<file path="src/rtl/core_sequencer_if.sv">
// Handshake/control bundle between core_sequencer and memories, decoder and datapath.
// The master side is the sequencer; the slave side is the surrounding core.
interface core_sequencer_if;
   logic [2:0]  state;
   logic        imem_req;
   logic        imem_ack;
   logic        dmem_req;
   logic        dmem_we;
   logic        dmem_ack;
   logic        is_load;
   logic        is_store;
   logic        rd_nz;
   logic        illegal;
   logic        halt_req;
   logic        resume;
   logic        pc_we;
   logic        rf_we;
   logic [31:0] instret;
   logic [1:0]  err_code;

   modport master (
      output state, imem_req, dmem_req, dmem_we, pc_we, rf_we, instret, err_code,
      input  imem_ack, dmem_ack, is_load, is_store, rd_nz, illegal, halt_req, resume
   );

   modport slave (
      input  state, imem_req, dmem_req, dmem_we, pc_we, rf_we, instret, err_code,
      output imem_ack, dmem_ack, is_load, is_store, rd_nz, illegal, halt_req, resume
   );
endinterface

</file>
<file path="src/rtl/core_sequencer.sv">
// Multi-cycle control FSM: fetch/decode/exec/mem/write sequencing with
// memory timeouts, halt/resume, sticky error reporting and retirement count.
module core_sequencer #(
   parameter int unsigned TIMEOUT = 16
) (
   input  logic             clk,
   input  logic             rstn,
   core_sequencer_if.master bus
);

   localparam int unsigned STATE_W   = 3;
   localparam int unsigned CNT_W     = $clog2(TIMEOUT + 1);
   localparam int unsigned INSTRET_W = 32;
   localparam int unsigned ERR_W     = 2;

   localparam logic [STATE_W-1:0] S_FETCH  = 3'd0;
   localparam logic [STATE_W-1:0] S_DECODE = 3'd1;
   localparam logic [STATE_W-1:0] S_EXEC   = 3'd2;
   localparam logic [STATE_W-1:0] S_MEM    = 3'd3;
   localparam logic [STATE_W-1:0] S_WRITE  = 3'd4;
   localparam logic [STATE_W-1:0] S_HALTED = 3'd5;
   localparam logic [STATE_W-1:0] S_ERROR  = 3'd6;

   localparam logic [ERR_W-1:0] E_IMEM    = 2'd1;
   localparam logic [ERR_W-1:0] E_DMEM    = 2'd2;
   localparam logic [ERR_W-1:0] E_ILLEGAL = 2'd3;

   logic [STATE_W-1:0]   state_q, state_d;
   logic [CNT_W-1:0]     cnt_q, cnt_d;
   logic                 halt_pend_q, halt_pend_d;
   logic [INSTRET_W-1:0] instret_q, instret_d;
   logic [ERR_W-1:0]     err_q, err_d;
   logic                 timeout_c;

   assign timeout_c = (cnt_q == CNT_W'(TIMEOUT - 1));

   // State register and bookkeeping flops
   always_ff @(posedge clk or negedge rstn) begin
      if (!rstn) begin
         state_q     <= S_FETCH;
         cnt_q       <= '0;
         halt_pend_q <= 1'b0;
         instret_q   <= '0;
         err_q       <= '0;
      end else begin
         state_q     <= state_d;
         cnt_q       <= cnt_d;
         halt_pend_q <= halt_pend_d;
         instret_q   <= instret_d;
         err_q       <= err_d;
      end
   end

   // Next-state, wait counter, halt pending and retirement logic
   always_comb begin
      state_d     = state_q;
      cnt_d       = '0;
      halt_pend_d = halt_pend_q;
      instret_d   = instret_q;
      err_d       = err_q;

      case (state_q)
         S_FETCH: begin
            if (bus.imem_ack) begin
               state_d = S_DECODE;
            end else if (timeout_c) begin
               state_d = S_ERROR;
               err_d   = E_IMEM;
            end else begin
               cnt_d = cnt_q + CNT_W'(1);
            end
         end
         S_DECODE: state_d = S_EXEC;
         S_EXEC: begin
            if (bus.illegal) begin
               state_d = S_ERROR;
               err_d   = E_ILLEGAL;
            end else if (bus.is_load || bus.is_store) begin
               state_d = S_MEM;
            end else begin
               state_d = S_WRITE;
            end
         end
         S_MEM: begin
            if (bus.dmem_ack) begin
               state_d = S_WRITE;
            end else if (timeout_c) begin
               state_d = S_ERROR;
               err_d   = E_DMEM;
            end else begin
               cnt_d = cnt_q + CNT_W'(1);
            end
         end
         S_WRITE: begin
            instret_d = instret_q + INSTRET_W'(1);
            state_d   = (halt_pend_q || bus.halt_req) ? S_HALTED : S_FETCH;
         end
         S_HALTED: begin
            if (bus.resume) state_d = S_FETCH;
         end
         S_ERROR: state_d = S_ERROR;
         default: state_d = S_ERROR;
      endcase

      // Entering HALTED consumes the pending request, even one arriving this cycle
      if (bus.halt_req && (state_q != S_HALTED) && (state_q != S_ERROR)) halt_pend_d = 1'b1;
      if ((state_d == S_HALTED) && (state_q != S_HALTED)) halt_pend_d = 1'b0;
   end

   assign bus.state    = state_q;
   assign bus.imem_req = (state_q == S_FETCH);
   assign bus.dmem_req = (state_q == S_MEM);
   assign bus.dmem_we  = (state_q == S_MEM) && bus.is_store;
   assign bus.pc_we    = (state_q == S_WRITE);
   assign bus.rf_we    = (state_q == S_WRITE) && bus.rd_nz && !bus.is_store;
   assign bus.instret  = instret_q;
   assign bus.err_code = err_q;

endmodule

</file>
<file path="src/flat_wrapper.sv">
// flat-port wrapper written by rule: the top's interface ports become plain ports
module core_sequencer_flat 
#(
   parameter int unsigned TIMEOUT = 16
)
  (clk, rstn, bus_state, bus_imem_req, bus_dmem_req, bus_dmem_we, bus_pc_we, bus_rf_we, bus_instret, bus_err_code, bus_imem_ack, bus_dmem_ack, bus_is_load, bus_is_store, bus_rd_nz, bus_illegal, bus_halt_req, bus_resume);
  core_sequencer_if bus_i ();
  input  logic clk;
  input  logic rstn;
  output wire logic [$bits(bus_i.state)-1:0] bus_state;
  output wire logic [$bits(bus_i.imem_req)-1:0] bus_imem_req;
  output wire logic [$bits(bus_i.dmem_req)-1:0] bus_dmem_req;
  output wire logic [$bits(bus_i.dmem_we)-1:0] bus_dmem_we;
  output wire logic [$bits(bus_i.pc_we)-1:0] bus_pc_we;
  output wire logic [$bits(bus_i.rf_we)-1:0] bus_rf_we;
  output wire logic [$bits(bus_i.instret)-1:0] bus_instret;
  output wire logic [$bits(bus_i.err_code)-1:0] bus_err_code;
  input wire logic [$bits(bus_i.imem_ack)-1:0] bus_imem_ack;
  input wire logic [$bits(bus_i.dmem_ack)-1:0] bus_dmem_ack;
  input wire logic [$bits(bus_i.is_load)-1:0] bus_is_load;
  input wire logic [$bits(bus_i.is_store)-1:0] bus_is_store;
  input wire logic [$bits(bus_i.rd_nz)-1:0] bus_rd_nz;
  input wire logic [$bits(bus_i.illegal)-1:0] bus_illegal;
  input wire logic [$bits(bus_i.halt_req)-1:0] bus_halt_req;
  input wire logic [$bits(bus_i.resume)-1:0] bus_resume;
  assign bus_state = bus_i.state;
  assign bus_imem_req = bus_i.imem_req;
  assign bus_dmem_req = bus_i.dmem_req;
  assign bus_dmem_we = bus_i.dmem_we;
  assign bus_pc_we = bus_i.pc_we;
  assign bus_rf_we = bus_i.rf_we;
  assign bus_instret = bus_i.instret;
  assign bus_err_code = bus_i.err_code;
  assign bus_i.imem_ack = bus_imem_ack;
  assign bus_i.dmem_ack = bus_dmem_ack;
  assign bus_i.is_load = bus_is_load;
  assign bus_i.is_store = bus_is_store;
  assign bus_i.rd_nz = bus_rd_nz;
  assign bus_i.illegal = bus_illegal;
  assign bus_i.halt_req = bus_halt_req;
  assign bus_i.resume = bus_resume;
  core_sequencer #(.TIMEOUT(TIMEOUT)) u_core (.clk(clk), .rstn(rstn), .bus(bus_i));
endmodule
</file>
<file path="config.mk">
export PLATFORM = sky130hd
export DESIGN_NAME = core_sequencer_flat
export DESIGN_NICKNAME = d
export VERILOG_FILES = /design/src/rtl/core_sequencer_if.sv /design/src/rtl/core_sequencer.sv /design/src/flat_wrapper.sv
export SDC_FILE = /design/constraint.sdc
export NUM_CORES = 1
export LEC_CHECK = 0
export CAP_MARGIN = 0
export CORE_UTILIZATION = 45
export CTS_BUF_LIST = sky130_fd_sc_hd__clkbuf_4
export DETAILED_ROUTE_END_ITERATION = 8
export PLACE_DENSITY = 0.8
export SLEW_MARGIN = 40
export SYNTH_ARGS = -nofsm -noshare
export SYNTH_HDL_FRONTEND = slang
export SYNTH_SLANG_ARGS = --single-unit
</file>
<file path="constraint.sdc">
create_clock -name clk -period 4.9 [get_ports clk]
set_clock_uncertainty 0.1 [all_clocks]
set_input_delay 1.225 -clock clk [delete_from_list [all_inputs] [get_ports clk]]
set_output_delay 1.225 -clock clk [all_outputs]
set_load 0.05 [all_outputs]
</file>
==> reports/metrics.yaml, run 1 <==
status: "completed"
synth.net_count: 217
fin_crit_ns: 4.08
switching_power_mw: 0.505
n_fill_cell: 400
period_share_pct: 83.3
cts.htree.levels: 2
io_buffers: 51
pwr-share-seq_pct: 41.7
final_nets: 268
drive_gt1_share_pct: 8.59
max-slew-margin-rel_pct: 53.5
ctsHoldBuffers: 0
vias_per_cell: 5.43
cts_tree: "done"
clockBufferDepth: 2
grt_max_degree: 44
yosys_warnings: 0
synth_edf_count: 0
dr_total_vias: 1682
clock_latency_ns: 0.36
p_int_mw: 0.704
drv_cap: 0
initial_utilization_pct: 46.7
path_class: "flop to output port"
worstSetupEndpointType: "output port"
seq_area_frac_synth_pct: 49.1
fin_area_um2: 2780
antenna_left: 0
gp_congestion: 0.799
final_max_slew_viol_count: 0
drc_errors: 0
antenna_cells: 0
cts_buffers: 5
avgSynthCellArea_um2: 10.7
setup_tns_ns: 0
rows: 25
hp-class: "flop to flop"
drt_wl_total_mm: 4.10
finalSetupViolations: 0
swShare_pct: 41.8
combPwrFrac_pct: 40.0
synthCells: 205
root_buffer: "clkbuf_4"
regArea_um2: 1080
die-area_um2: 5150
antenna_found_initial: 0
syn2layout_area_growth_pct: 27.1
rsz0062_at_grt: "no"
synth.distinct_cells: 42
place_area_um2: 2710
grt_pass1_vias: 1605
track_usage_pct: 17.7
worst_setup_path_start_kind: "flop"
tightest_slew_ns: 0.696
ir_worst_vdd_mv: 0.348
power_leakage_nw: 1.20
firstDrtPassIters: 4
cts_resized: 0
clkPwrFrac_pct: 18.3
fin_cells: 310
ys_ff_latch: 43
multi_input_area_um2: 1030
arrival_ns: 2.76
clkSinkCount: 43
place_inst: 303
grt_pass1_wl_mm: 7.20
grt_overflow: 0
path_clk_slew_ns: 0.12
worstPathMaxFanout: 17
synthArstFlopShare_pct: 100
wire_per_inst_um: 13.2
cts_setup_buffers: 0
synth_top_flop_cell: "dfrtp_1"
max_freq_mhz: 245
coreArea_um2: 4690
dp_hpwl_mm: 2.93
hold_viol: 0
crit_required_ns: 3.58
drt-initial-drc-count: 112
die_h_um: 71.8
power_density_nw_per_um2: 434
die_width_um: 71.8
syn_area_um2: 2190
num_io_pins: 52
[registers in the layout (all words and copies together), names as in the netlist]
name	cells
u_core.halt_pend_q	1
u_core.bus.instret	32
u_core.cnt_q	5
u_core.bus.err_code	2
u_core.bus.state	3
[path summary, 6_finish.rpt]
check,endpoint,startpoint,slack [ns],cells past startpoint
setup / recovery,bus_rf_we,u_core.bus.state[2]$_DFF_PN0_,0.82,3
setup reg to reg,u_core.bus.instret[29]$_DFFE_PN0P_,u_core.bus.state[0]$_DFF_PN0_,2.69,4
max in group asynchronous,u_core.cnt_q[1]$_DFF_PN0_,rstn,3.61,1
hold / removal,u_core.bus.instret[31]$_DFFE_PN0P_,u_core.bus.instret[31]$_DFFE_PN0P_,0.37,1
hold reg to reg,u_core.bus.instret[31]$_DFFE_PN0P_,u_core.bus.instret[31]$_DFFE_PN0P_,0.37,1
min in group asynchronous,u_core.bus.instret[25]$_DFFE_PN0P_,rstn,0.73,1
[metal layers]
layer  vias to the layer above  part of all wire, %  global-route usage [%]
li1                        825                    -                       -
met1                       802                   47                    23.2
met2                        48                   47                    29.4
met3                         7                  4.5                    3.94
met4                         0                  1.6                    5.88
met5                         -                    0                       0
[through the flow]
step	hold slack [ns]	setup slack [ns]	util, %	total power, mW
after floorplan	0.344	0.585	-	0.846
after global placement	0.360	0.878	57.7	0.991
after detailed placement	0.364	0.855	57.7	0.994
after CTS	0.381	0.822	59.3	1.22
after global routing	0.391	0.688	59.3	1.27
final	0.374	0.818	59.3	1.21
[layout by cell type (no fill, tap or decap), types with 4 or more instances in the layout]
master	synthesis	final
nor3_1	14	14
nand3_1	9	9
dfrtp_1	43	43
nor2_1	18	18
nand2_1	16	16
clkbuf_4	0	6
inv_1	7	7
clkdlybuf4s50_1	0	50
xor2_1	19	19
nand4_1	8	8
xnor2_1	14	14
o21ai_0	4	4
[layout make-up]
cell class	count	share of cell area, %
sequential	43	38.7
tap	54	2.43
timing repair buffer	51	18.2
clock inverter	1	1.08
multi-input combinational	148	37.0
inverter	7	0.944
clock buffer	6	1.62
[cell usage after synthesis, types with 2 or more instances]
cell,number,area (um2)
and4_1,3,26.3
nor3_1,14,70.1
or2_2,2,12.5
ha_1,2,25.0
nand4_1,8,50.1
or4_4,3,33.8
inv_1,7,26.3
xnor2_1,14,123
nand2_1,16,60.1
o21ai_0,4,20.0
a21oi_1,3,15.0
nand3b_1,2,15.0
dfrtp_1,43,1080
nor4_4,2,42.5
nor2_1,18,67.6
nor3_2,3,30.0
xor2_1,19,166
nand3_1,9,45.0
or3_1,3,18.8
clkbuf_1,3,11.3
nand2b_1,3,18.8
buf_6,4,45.0
[cells by family after synthesis]
family,share of synthesized area (%)
AOI/OAI and AO/OA,6.23
xor gates and xnor gates,13.2
adders and majority gates,1.14
buffers and inverters,3.77
DFF,49.1
muxes,0.971
and+or+nand+nor,25.5
[critical path, stage by stage, from the launching register on]
cell and delay (ns):
dfrtp_1 0.70, nor3b_1 0.65, and3b_1 0.25, clkdlybuf4s50_1 0.80
[power by group through the flow]
| stage | clock network (mW) | logic (mW) | registers (mW) |
|---|---|---|---|
| 3_3_place_gp | 0 | 0.483 | 0.508 |
| 3_5_place_dp | 0 | 0.484 | 0.510 |
| 2_1_floorplan | 0 | 0.241 | 0.605 |
| 6_report | 0.222 | 0.484 | 0.504 |
| 4_1_cts | 0.226 | 0.488 | 0.503 |
| 5_1_grt | 0.239 | 0.517 | 0.517 |
No activity file was read; power rests on OpenSTA's default activity.
==> inputs of run 2 (changes only) <==
- PLACE_DENSITY: 0.8 -> 0.83
- clock period: 4.9 -> 3.5 ns (I/O delays scaled with it)
==> run 2 against run 1 <==
Combinational power increased by 49%. Sequential power rose by 36%. Largest power group is now combinational cells. Critical path type unchanged. Utilization up 0.32 points.
==> reports/metrics.yaml, run 2 (synthesized netlist as in run 1, its figures left out) <==
cp_slowest_cell: "clkdlybuf4s50_1"
rows: 25
drive_gt1_share_pct: 10.5
cts_setup_buffers: 0
fin_cells: 312
r2r-start: "u_core.bus.state[1]$_DFF_PN0_"
clock_latency_ns: 0.34
coreArea_um2: 4690
syn2layout_area_growth_pct: 27.8
initial_utilization_pct: 46.7
cts_resized: 0
ctsHoldBuffers: 0
whs_ns: 0.372
combPwrFrac_pct: 42.3
largest_reg_flops: 32
firstDrtPassIters: 5
drc_errors: 0
place_inst: 305
drt_wl_total_mm: 4.01
path_clk_slew_ns: 0.12
die_h_um: 71.8
dp_hpwl_mm: 2.91
worstSetupEndpointType: "output port"
drv_cap: 0
status: "completed"
cts_buffers: 5
critPathTopFamily: "buffers and inverters"
switching_power_mw: 0.709
grt_overflow: 0
antenna_found_initial: 0
clkSinkCount: 43
pwr-share-seq_pct: 40.1
swShare_pct: 41.5
mostFrequentLayoutCell: "clkdlybuf4s50_1"
arrival_ns: 2.28
startpoint: "u_core.bus.state[1]$_DFF_PN0_"
crit_chain: "nand2_1, nor2_1, clkdlybuf4s50_1"
power_density_nw_per_um2: 611
cts_tree: "done"
hold_viol: 0
worst_setup_path_start_kind: "flop"
antenna_left: 0
setup_tns_ns: 0
max-slew-margin-rel_pct: 63.6
layout_common_cells: "48 x clkdlybuf4s50_1, 43 x dfrtp_1, 19 x xor2_1"
p_int_mw: 1.00
ir_worst_vdd_mv: 0.456
clkPwrFrac_pct: 17.6
max_freq_mhz: 307
tightest_slew_ns: 0.544
period_share_pct: 93.0
gp_congestion: 0.798
drt-initial-drc-count: 54
critPathBufInv: 1
n_fill_cell: 413
wire_per_inst_um: 12.8
crit_required_ns: 2.52
root_buffer: "clkbuf_4"
io_buffers: 51
fin_crit_ns: 3.26
grt_pass1_wl_mm: 6.72
cts.htree.levels: 2
worstPathMaxFanout: 16
die-area_um2: 5150
min_from: "u_core.bus.instret[31]$_DFFE_PN0P_"
grt_pass1_vias: 1570
die_width_um: 71.8
crit_path_max_incr_delay_ns: 0.84
final_max_slew_viol_count: 0
track_usage_pct: 16.3
final_nets: 270
finalSetupViolations: 0
clockBufferDepth: 2
power_leakage_nw: 1.22
antenna_cells: 0
num_io_pins: 52
vias_per_cell: 5.35
grt_max_degree: 44
hp-class: "flop to flop"
path_class: "flop to output port"
rsz0062_at_grt: "no"
dr_total_vias: 1669
## run 2: cell count changes in the layout (fill, tap and decap cells not counted), sizes merged
| cell | before | now |
|---|---|---|
| clkdlybuf4s50 | 50 | 48 |
| buf | 1 | 5 |
## run 2: routing by layer
layer	vias up	routed length, um	GRT usage [%]
met5	-	0	0
met4	0	57	4.58
met3	8	186	4.08
met2	53	1870	26.9
met1	784	1890	21.4
li1	824	-	-
## run 2: power groups by stage
| stage | logic [mW] | registers, mW | clock network [mW] |
|---|---|---|---|
| detailed placement | 0.725 | 0.694 | 0 |
| CTS | 0.729 | 0.685 | 0.310 |
| floorplan | 0.341 | 0.848 | 0 |
| global placement | 0.719 | 0.689 | 0 |
| global route | 0.775 | 0.701 | 0.323 |
| finish | 0.723 | 0.686 | 0.301 |
## run 2: worst paths after layout
path | endpoint | slack (ns) | cells past startpoint
max reg2reg | u_core.bus.instret[29]$_DFFE_PN0P_ | 1.35 | 4
min | u_core.bus.instret[31]$_DFFE_PN0P_ | 0.37 | 1
min reg2reg | u_core.bus.instret[31]$_DFFE_PN0P_ | 0.37 | 1
max in group asynchronous | u_core.cnt_q[1]$_DFF_PN0_ | 2.55 | 1
min in group asynchronous | u_core.bus.instret[26]$_DFFE_PN0P_ | 0.39 | 1
max | bus_dmem_req | 0.24 | 3
## run 2: final cells by class
class,count,area (um2),share of cell area [%]
Multi-Input combinational cell,148,1040,37.0
Sequential cell,43,1080,38.4
Clock buffer,6,45.0,1.61
Timing Repair Buffer,53,518,18.5
Inverter,7,26.3,0.939
Clock inverter,1,30.0,1.07
Tap cell,54,67.6,2.41
## run 2: stage by stage
step | area [um2] | setup slack, ns | util (%) | power, mW
floorplan | 2190 | 0.219 | - | 1.19
global placement | 2720 | 0.715 | 58.0 | 1.41
detailed placement | 2720 | 0.663 | 58.1 | 1.42
CTS | 2800 | 0.249 | 59.7 | 1.72
global route | 2800 | 0.104 | 59.7 | 1.80
finish | 2800 | 0.244 | 59.7 | 1.71
==> inputs of run 3 (changes only) <==
- SLEW_MARGIN: 40 -> default
==> run 3 against run 2 <==
Final area about the same. Worst setup slack unchanged. Largest cell class unchanged. Flip-flop and latch count is the same. Critical path type unchanged.
==> reports/metrics.yaml, run 3 (synthesized netlist as in run 1, its figures left out) <==
power_density_nw_per_um2: 611
ir_worst_vdd_mv: 0.456
critPathBufInv: 1
antenna_found_initial: 0
finalSetupViolations: 0
clock_latency_ns: 0.34
vias_per_cell: 5.35
root_buffer: "clkbuf_4"
hp-class: "flop to flop"
grt_max_degree: 44
mostFrequentLayoutCell: "clkdlybuf4s50_1"
worstSetupEndpointType: "output port"
drv_cap: 0
layout_common_cells: "48 x clkdlybuf4s50_1, 43 x dfrtp_1, 19 x xor2_1"
rows: 25
fin_util_pct: 59.6
dp_slack_ns: 0.663
track_usage_pct: 16.3
grt_pass1_wl_mm: 6.72
cts_tree: "done"
arrival_ns: 2.28
final_max_slew_viol_count: 0
dr_total_vias: 1669
critPathTopFamily: "buffers and inverters"
max-slew-margin-rel_pct: 40.4
power_leakage_nw: 1.22
crit_path_max_incr_delay_ns: 0.84
grt_overflow: 0
fin_ws_ns: 0.244
cts_buffers: 5
path_clk_slew_ns: 0.12
n_fill_cell: 413
crit_required_ns: 2.52
drive_gt1_share_pct: 10.5
period_share_pct: 93.0
status: "completed"
cts_setup_buffers: 0
hold_viol: 0
worst_setup_path_start_kind: "flop"
cp_slowest_cell: "clkdlybuf4s50_1"
cts.htree.levels: 2
whs_ns: 0.372
num_io_pins: 52
clkSinkCount: 43
clockBufferDepth: 2
place_area_um2: 2720
die_width_um: 71.8
initial_utilization_pct: 46.7
firstDrtPassIters: 5
path_class: "flop to output port"
cts_resized: 0
coreArea_um2: 4690
drc_errors: 0
syn2layout_area_growth_pct: 27.7
largest_reg_flops: 32
gp_congestion: 0.798
ctsHoldBuffers: 0
grt_pass1_vias: 1570
io_buffers: 51
max_freq_mhz: 307
dp_hpwl_mm: 2.91
tightest_slew_ns: 0.894
die-area_um2: 5150
worstPathMaxFanout: 16
die_h_um: 71.8
rsz0062_at_grt: "no"
wire_per_inst_um: 12.8
antenna_cells: 0
final_nets: 270
fin_crit_ns: 3.26
fin_area_um2: 2800
setup_tns_ns: 0
drt-initial-drc-count: 54
crit_chain: "nand2_1, nor2_1, clkdlybuf4s50_1"
drt_wl_total_mm: 4.01
antenna_left: 0
[run 3: per-stage QoR]
stage	std cells	power (mW)
floorplan	205	1.19
global placement	305	1.41
detailed placement	305	1.42
CTS	312	1.72
global route	312	1.80
finish	312	1.71
[run 3: path summary, 6_finish.rpt]
kind	to	slack [ns]	depth (start not counted)	from
worst max-delay path	bus_dmem_req	0.24	3	u_core.bus.state[1]$_DFF_PN0_
worst min-delay path	u_core.bus.instret[31]$_DFFE_PN0P_	0.37	1	u_core.bus.instret[31]$_DFFE_PN0P_
worst max register to register	u_core.bus.instret[29]$_DFFE_PN0P_	1.35	4	u_core.bus.state[1]$_DFF_PN0_
worst min register to register	u_core.bus.instret[31]$_DFFE_PN0P_	0.37	1	u_core.bus.instret[31]$_DFFE_PN0P_
max in group asynchronous	u_core.cnt_q[1]$_DFF_PN0_	2.19	1	rstn
min in group asynchronous	u_core.bus.instret[26]$_DFFE_PN0P_	0.54	1	rstn
[run 3: worst reg2reg max path: stages, from the launching register on]
cell,delay [ns]
dfrtp_1,0.58
nand4bb_4,0.31
or4_4,0.63
nor4_2,0.31
xor2_1,0.16
[run 3: metal layers]
metal | part of all wire [%] | track usage [%]
met1 | 47 | 21.4
met2 | 47 | 26.9
met3 | 4.6 | 4.08
met4 | 1.4 | 4.58
met5 | 0 | 0
[run 3: report_power, final]
| group | total [mW] | switching [mW] | internal [mW] |
|---|---|---|---|
| sequential | 0.686 | 0.120 | 0.566 |
| clock | 0.301 | 0.146 | 0.155 |
| combinational | 0.723 | 0.443 | 0.280 |
[run 3: layout make-up]
| type | instances | area (um2) | area share [%] |
|---|---|---|---|
| Clock buffer | 6 | 45.0 | 1.61 |
| Timing Repair Buffer | 53 | 515 | 18.4 |
| Clock inverter | 1 | 30.0 | 1.07 |
| Tap cell | 54 | 67.6 | 2.42 |
| Multi-Input combinational cell | 148 | 1040 | 37.0 |
| Inverter | 7 | 26.3 | 0.940 |
| Sequential cell | 43 | 1080 | 38.5 |
